$ cat config.mk
export PLATFORM = sky130hd
export DESIGN_NAME = fm_i2s_tx
export DESIGN_NICKNAME = d
export VERILOG_FILES = /design/src/rtl/fm_audio_pkg.sv /design/src/rtl/fm_sync_fifo.sv /design/src/rtl/fm_i2s_tx.sv
export SDC_FILE = /design/constraint.sdc
export NUM_CORES = 1
export LEC_CHECK = 0
export CAP_MARGIN = 40
export CORE_ASPECT_RATIO = 1.75
export CORE_MARGIN = 10
export CORE_UTILIZATION = 60
export DETAILED_ROUTE_END_ITERATION = 16
export MAX_ROUTING_LAYER = met4
export PLACE_DENSITY = 0.85
export SLEW_MARGIN = 20
export SYNTH_ARGS = -nofsm -noshare
export SYNTH_HDL_FRONTEND = slang
export SYNTH_SLANG_ARGS = --single-unit
$ cat constraint.sdc
create_clock -name clk -period 4.45 [get_ports clk]
set_clock_uncertainty 0.15 [all_clocks]
set_input_delay 0.89 -clock clk [delete_from_list [all_inputs] [get_ports clk]]
set_output_delay 0.89 -clock clk [all_outputs]
set_load 0.01 [all_outputs]
$ cat src/rtl/fm_audio_pkg.sv
// Shared audio constants and the I2S transmitter state type.
package fm_audio_pkg;

  localparam int unsigned DATA_W_DEF = 16;
  localparam int unsigned I2S_SLOTS  = 2;
  localparam int unsigned FRAME_BITS = I2S_SLOTS * DATA_W_DEF;

  typedef enum logic [1:0] {
    IDLE  = 2'd0,
    PRIME = 2'd1,
    RUN   = 2'd2
  } i2s_state_e;

  // Counter width that stays legal when the terminal count is 1.
  function automatic int unsigned clog2_min1(input int unsigned v);
    return (v > 1) ? $clog2(v) : 1;
  endfunction

endpackage

$ cat src/rtl/fm_sync_fifo.sv
// Single-clock FIFO; a push into a full FIFO is accepted only when a pop frees a slot that cycle.
module fm_sync_fifo #(
  parameter int unsigned WIDTH = 16,
  parameter int unsigned DEPTH = 8,
  localparam int unsigned LVL_W = $clog2(DEPTH) + 1
) (
  input  logic             clk,
  input  logic             rst_n,
  input  logic             push_i,
  input  logic [WIDTH-1:0] din_i,
  input  logic             pop_i,
  output logic [WIDTH-1:0] dout_c,
  output logic             full_c,
  output logic             empty_c,
  output logic [LVL_W-1:0] level_o
);

  localparam int unsigned PTR_W = $clog2(DEPTH);

  logic [WIDTH-1:0] mem_q [DEPTH];
  logic [PTR_W-1:0] wr_ptr_q;
  logic [PTR_W-1:0] rd_ptr_q;
  logic [LVL_W-1:0] level_q;
  logic [LVL_W-1:0] level_d;
  logic             do_push;
  logic             do_pop;

  assign full_c  = (level_q == LVL_W'(DEPTH));
  assign empty_c = (level_q == '0);
  assign do_pop  = pop_i && !empty_c;
  assign do_push = push_i && (!full_c || do_pop);
  assign dout_c  = mem_q[rd_ptr_q];
  assign level_o = level_q;

  always_comb begin
    level_d = level_q;
    if (do_push && !do_pop) begin
      level_d = level_q + LVL_W'(1);
    end else if (do_pop && !do_push) begin
      level_d = level_q - LVL_W'(1);
    end
  end

  // Pointers wrap naturally since DEPTH is a power of two.
  always_ff @(posedge clk or negedge rst_n) begin
    if (!rst_n) begin
      wr_ptr_q <= '0;
      rd_ptr_q <= '0;
      level_q  <= '0;
    end else begin
      if (do_push) wr_ptr_q <= wr_ptr_q + PTR_W'(1);
      if (do_pop)  rd_ptr_q <= rd_ptr_q + PTR_W'(1);
      level_q <= level_d;
    end
  end

  always_ff @(posedge clk) begin
    if (do_push) mem_q[wr_ptr_q] <= din_i;
  end

endmodule

$ cat src/rtl/fm_i2s_tx.sv
// Philips I2S master transmitter: FIFO-buffered mono samples duplicated to both slots.
// Optional build macro FM_I2S_UNDERRUN_CNT_EN adds a saturating underrun_cnt output.
module fm_i2s_tx
  import fm_audio_pkg::*;
#(
  parameter int unsigned DATA_W     = DATA_W_DEF,
  parameter int unsigned FIFO_DEPTH = 8,
  parameter int unsigned BCLK_HALF  = 32,
  localparam int unsigned LVL_W     = $clog2(FIFO_DEPTH) + 1
) (
  input  logic              clk,
  input  logic              rst_n,
  input  logic [DATA_W-1:0] sample,
  input  logic              sample_valid,
  input  logic              enable,
  output logic [LVL_W-1:0]  fifo_level,
  output logic              overflow,
  output logic              underrun,
  output logic              i2s_bclk,
  output logic              i2s_lrclk,
  output logic              i2s_sdata
`ifdef FM_I2S_UNDERRUN_CNT_EN
  ,
  output logic [15:0]       underrun_cnt
`endif
);

  localparam int unsigned FRAME_W = I2S_SLOTS * DATA_W;
  localparam int unsigned BIT_W   = $clog2(FRAME_W);
  localparam int unsigned IDX_W   = $clog2(DATA_W);
  localparam int unsigned DIV_W   = clog2_min1(BCLK_HALF);

  i2s_state_e        state_q, state_d;
  logic [DIV_W-1:0]  div_cnt_q, div_cnt_d;
  logic [BIT_W-1:0]  bit_cnt_q, bit_cnt_d;
  logic              bclk_q, bclk_d;
  logic              lrclk_q, lrclk_d;
  logic              sdata_q, sdata_d;
  logic [DATA_W-1:0] hold_q, hold_d;
  logic              last_lsb_q, last_lsb_d;
  logic              underrun_q, underrun_d;
  logic              overflow_q, overflow_d;
  logic              frame_start_c;
  logic              shift_c;
  logic              fifo_pop_c;
  logic [DATA_W-1:0] fifo_dout;
  logic              fifo_full;
  logic              fifo_empty;
  logic [LVL_W-1:0]  fifo_level_w;

  fm_sync_fifo #(
    .WIDTH (DATA_W),
    .DEPTH (FIFO_DEPTH)
  ) u_fifo (
    .clk     (clk),
    .rst_n   (rst_n),
    .push_i  (sample_valid),
    .din_i   (sample),
    .pop_i   (fifo_pop_c),
    .dout_c  (fifo_dout),
    .full_c  (fifo_full),
    .empty_c (fifo_empty),
    .level_o (fifo_level_w)
  );

  // Slot bit k of the frame: bit 0 carries the previous word's LSB (one-bclk I2S delay).
  function automatic logic slot_bit(input logic [BIT_W-1:0] k, input logic [DATA_W-1:0] word,
                                    input logic lsb);
    logic [BIT_W-1:0] j;
    logic             b;
    j = (k > BIT_W'(DATA_W)) ? k - BIT_W'(DATA_W) : k;
    b = (k == '0) ? lsb : word[IDX_W'(BIT_W'(DATA_W) - j)];
    return b;
  endfunction

  always_comb begin
    state_d       = state_q;
    div_cnt_d     = div_cnt_q;
    bit_cnt_d     = bit_cnt_q;
    bclk_d        = bclk_q;
    lrclk_d       = lrclk_q;
    sdata_d       = sdata_q;
    hold_d        = hold_q;
    last_lsb_d    = last_lsb_q;
    underrun_d    = 1'b0;
    fifo_pop_c    = 1'b0;
    frame_start_c = 1'b0;
    shift_c       = 1'b0;
    overflow_d    = 1'b0;

    case (state_q)
      IDLE, PRIME: begin
        div_cnt_d = '0;
        bit_cnt_d = '0;
        bclk_d    = 1'b0;
        lrclk_d   = 1'b0;
        sdata_d   = 1'b0;
        if (state_q == IDLE) begin
          if (enable) state_d = PRIME;
        end else if (!enable) begin
          state_d = IDLE;
        end else if (fifo_level_w >= LVL_W'(FIFO_DEPTH / 2)) begin
          state_d       = RUN;
          last_lsb_d    = 1'b0;
          frame_start_c = 1'b1;
          shift_c       = 1'b1;
        end
      end
      RUN: begin
        if (div_cnt_q == DIV_W'(BCLK_HALF - 1)) begin
          div_cnt_d = '0;
          bclk_d    = !bclk_q;
          if (bclk_q) begin
            if (bit_cnt_q == BIT_W'(FRAME_W - 1)) begin
              bit_cnt_d = '0;
              if (enable) begin
                frame_start_c = 1'b1;
                last_lsb_d    = hold_q[0];
                shift_c       = 1'b1;
              end else begin
                state_d = IDLE;
                lrclk_d = 1'b0;
                sdata_d = 1'b0;
              end
            end else begin
              bit_cnt_d = bit_cnt_q + BIT_W'(1);
              shift_c   = 1'b1;
            end
          end
        end else begin
          div_cnt_d = div_cnt_q + DIV_W'(1);
        end
      end
      default: state_d = IDLE;
    endcase

    // Frame start reloads the hold word, or substitutes silence when starved.
    if (frame_start_c) begin
      if (fifo_empty) begin
        hold_d     = '0;
        underrun_d = 1'b1;
      end else begin
        fifo_pop_c = 1'b1;
        hold_d     = fifo_dout;
      end
    end

    if (shift_c) begin
      lrclk_d = (bit_cnt_d >= BIT_W'(DATA_W));
      sdata_d = slot_bit(bit_cnt_d, hold_d, last_lsb_d);
    end

    overflow_d = sample_valid && fifo_full && !fifo_pop_c;
  end

  always_ff @(posedge clk or negedge rst_n) begin
    if (!rst_n) begin
      state_q    <= IDLE;
      div_cnt_q  <= '0;
      bit_cnt_q  <= '0;
      bclk_q     <= 1'b0;
      lrclk_q    <= 1'b0;
      sdata_q    <= 1'b0;
      hold_q     <= '0;
      last_lsb_q <= 1'b0;
      underrun_q <= 1'b0;
      overflow_q <= 1'b0;
    end else begin
      state_q    <= state_d;
      div_cnt_q  <= div_cnt_d;
      bit_cnt_q  <= bit_cnt_d;
      bclk_q     <= bclk_d;
      lrclk_q    <= lrclk_d;
      sdata_q    <= sdata_d;
      hold_q     <= hold_d;
      last_lsb_q <= last_lsb_d;
      underrun_q <= underrun_d;
      overflow_q <= overflow_d;
    end
  end

`ifdef FM_I2S_UNDERRUN_CNT_EN
  logic [15:0] underrun_cnt_q;

  always_ff @(posedge clk or negedge rst_n) begin
    if (!rst_n) begin
      underrun_cnt_q <= '0;
    end else if (underrun_d && (underrun_cnt_q != 16'hFFFF)) begin
      underrun_cnt_q <= underrun_cnt_q + 16'd1;
    end
  end

  assign underrun_cnt = underrun_cnt_q;
`endif

  assign fifo_level = fifo_level_w;
  assign overflow   = overflow_q;
  assign underrun   = underrun_q;
  assign i2s_bclk   = bclk_q;
  assign i2s_lrclk  = lrclk_q;
  assign i2s_sdata  = sdata_q;

endmodule
==> key figures <==
Pwr
  • Logic pwr share: 0.271
  • Leakage power: about 0.003 uW
  • Switching part of the total: 0.3190
  • Share of power burned in the clock network: 0.287
  • Seq pwr share: 0.442
  • Net Switching: between 1500 and 2000 uW
  • Pint: between 3000 and 4000 uW
  • PD cells: approximately 610 nW/um2
  • VDD IR max: ~0.43 mV

Critical path
  • CP max FO: 14
  • Flop2flop setup slack: 670 ps
  • Reg2Reg Depth: 15
  • Crit path depth: 15
  • Kind of critical path: reg -> reg
  • CP delay by family, top: adder cells
  • Slowest cell on crit path: or2_1
  • Reg2Reg Launch Point: div_cnt_q[0]$_DFFE_PN0N_
  • Critical path's most frequent cell: ha_1
  • Setup crit end kind: flip-flop
  • Worst Path Arrival: 3940 ps
  • Critical Path, Cell by Cell: ha_1, and3_1, ha_1, nand3b_1, or2_1, a21oi_2, inv_2, ha_1, inv_1, ha_1, a21o_1, a21oi_1, xnor2_1, nor2_1, xor2_1
  • Worst Path Buf+Inv: 2
  • Worst R2R End: u_fifo.level_o[3]$_DFFE_PN0P_
  • CP required: around 4600 ps
  • CP startpoint kind: flip-flop
  • CP max stage delay: between 400 and 500 ps
  • Crit path launch: div_cnt_q[0]$_DFFE_PN0N_

Cells and area
  • Post-Route Utilization: 0.7017
  • Fill count: ~740
  • Non-Filler Instances: approximately 630
  • # diodes: 0
  • Layout area overhead: 15.43%
  • Layout Nets: around 510
  • Share of post-route cells with drive strength above 1: 0.2040
  • Design area: ~8300 um2

GRT
  • Initial antenna violation count: 0
  • Gr usage total: 0.1845
  • Grt ovf: 0
  • Vias in the first global route: around 4000
  • Largest net degree at the start of global routing: 34
  • First-pass GRT wire length: around 23000 um

Clock tree
  • Htree depth: 4
  • Clock net sink count: about 170
  • CTS Buf Count: 17
  • Worst skew pair latency: between 400 and 500 ps
  • Clock root buffer: clkbuf_16
  • CTS clk-pin slew, worst paths: 70 ps
  • CTS tree: yes
  • Max Root-Sink Buffers: 2
  • Post_cts resized: 0
  • # hold bufs at CTS: 0
  • Setup Buffers After CTS: 0

Drt
  • Drt wl/cell: between 20 and 25 um
  • DR iter-0 viols: a little over 200
  • Post-route DRC: 0
  • Drt via density: about 6.3
  • Via Count: just under 4000
  • Final ANT Viol Nets: 0
  • DRT Pass-1 Iters: 7
  • Final wirelength: around 14000 um

Placement
  • HPWL reported at the end of detailed placement: 9439 um
  • Buffers on Ports: 28
  • # placed instances: roughly 600
  • Placed cell areas: between 7000 and 8000 um2
  • RD Place Congestion: 0.8413

Yosys
  • Mapped cell area: 7216 um2
  • Sequential fraction of the synthesis area: 0.6853
  • Synth area leader: edfxtp_1
  • Top FF cell, synth: edfxtp_1
  • Top post-synthesis cells by area: edfxtp_1, dfrtp_1, mux4_2, mux2i_1, ha_1
  • Commonest cells in the netlist: edfxtp_1, dfrtp_1, nand2_1
  • Seq cells post-synth: 172
  • Yosys top cell area share: 0.5327
  • Synth Area per Inst: approximately 17 um2
  • Syn Inst Count: between 400 and 500
  • Most frequent cell after synthesis: edfxtp_1
  • Post-synth ARST share: 0.2558
  • Synth cell types: between 60 and 70
  • EDFF count, synth: roughly 130
  • Number of synthesis warnings: 0
  • Syn_nets: 468

Hold path
  • Hold Crit Class: in -> async

Floorplan
  • Die area: around 17000 um2
  • Starting Density: 0.6079
  • Core box area: between 10000 and 15000 um2
  • I/O Pins: 29
  • Die Ht: between 150 and 200 um
  • Num rows: 53
  • Die X: a little over 100 um

Timing
  • Setup-failing EPs final: 0
  • RSZ-0062 raised after global routing: false
  • Part of the cycle the worst path needs: 0.8495
  • TNS Setup: 0 ps
  • Achievable Freq: about 0.26 GHz
  • Worst slew margin: 0.5333
  • Min Tclk post-route: between 3000 and 4000 ps
  • Final Hold Vio Count: 0
  • Measured slew at the worst slew-check pin: roughly 700 ps
  • Final slew viol count: 0

Outcome
  • Outcome: complete, no violations

Job
  • MaxCap Viol Count: 0
[worst register-to-register path: stages, from the launching register on]
cell and delay, ps:
dfrtp_1 420, ha_1 220, and3_1 170, ha_1 340
nand3b_1 280, or2_1 440, a21oi_2 230, inv_2 140
ha_1 250, inv_1 110, ha_1 240, a21o_1 180
a21oi_1 160, xnor2_1 130, nor2_1 60, xor2_1 140
[registers in the layout (all words and copies together), names as in the netlist]
name,cells
bit_cnt_q,5
div_cnt_q,5
hold_q,16
i2s_bclk,1
i2s_lrclk,1
i2s_sdata,1
last_lsb_q,1
overflow,1
state_q,2
u_fifo.level_o,4
u_fifo.mem_q,128
u_fifo.rd_ptr_q,3
u_fifo.wr_ptr_q,3
underrun,1
[cell type report]
class	count	area [um2]	share of cell area
timing repair buffer	43	432.9	0.05198
clock inverter	15	168.9	0.02028
clock buffer	17	425.4	0.05107
multi-input combinational	239	2151	0.2582
tap	137	171.4	0.02058
inverter	9	33.78	0.004056
sequential	172	4946	0.5938
[cells by family (layout without fill, tap and decap cells)]
group                      Yosys count  count (layout)  share of synthesized area
DFF                                172             172                     0.6853
and+or+nand+nor                     94              94                    0.06676
AOI/OAI and AO/OA                   66              66                    0.07041
muxes                               56              56                     0.1226
buffers and inverters               26              84                    0.02029
xor gates and xnor gates            12              12                    0.01457
adders and majority gates           11              11                    0.02011
[metal layers]
metal | GRT usage | part of all wire | routed length (um)
met1 | 0.1995 | 0.38 | 5334
met2 | 0.3152 | 0.57 | 8054
met3 | 0.04165 | 0.037 | 525
met4 | 0.08132 | 0.021 | 294
met5 | - | 0 | 0
[how the worst max path moves through the flow]
stage,to,slack (ps)
after floorplan,u_fifo.mem_q[0][0]$_DFFE_PP_,690
after global placement,u_fifo.level_o[3]$_DFFE_PN0P_,720
after detailed placement,u_fifo.level_o[3]$_DFFE_PN0P_,650
after CTS,u_fifo.level_o[3]$_DFFE_PN0P_,680
after global routing,u_fifo.level_o[3]$_DFFE_PN0P_,390
final,u_fifo.level_o[3]$_DFFE_PN0P_,670
[power groups by stage]
| stage | registers, uW | clock network [uW] | logic (uW) |
|---|---|---|---|
| floorplan | 2180 | 0 | 1020 |
| global placement | 2290 | 0 | 1280 |
| detailed placement | 2310 | 0 | 1300 |
| CTS | 2280 | 1470 | 1320 |
| global route | 2280 | 1540 | 1500 |
| finish | 2240 | 1450 | 1370 |
[placed cells by master, fill, tap and decap left out, types with 11 or more instances in the layout]
cell / n
edfxtp_1: 128
dfrtp_1: 43
nand2_1: 32
clkdlybuf4s50_1: 27
mux2i_1: 25
mux4_2: 25
nor2_1: 19
clkbuf_16: 17
buf_4: 12
o21ai_0: 11
[metrics by stage]
step / total power, uW / worst slack, ps / hold slack [ps]
after floorplan: 3202 / 686.4 / 299.3
after global placement: 3566 / 716.7 / 323.2
after detailed placement: 3614 / 647.3 / 328.6
after CTS: 5069 / 679.9 / 186.7
after global routing: 5315 / 390.6 / 199.3
final: 5067 / 669.9 / 190.6
No activity file was read; power rests on OpenSTA's default activity.
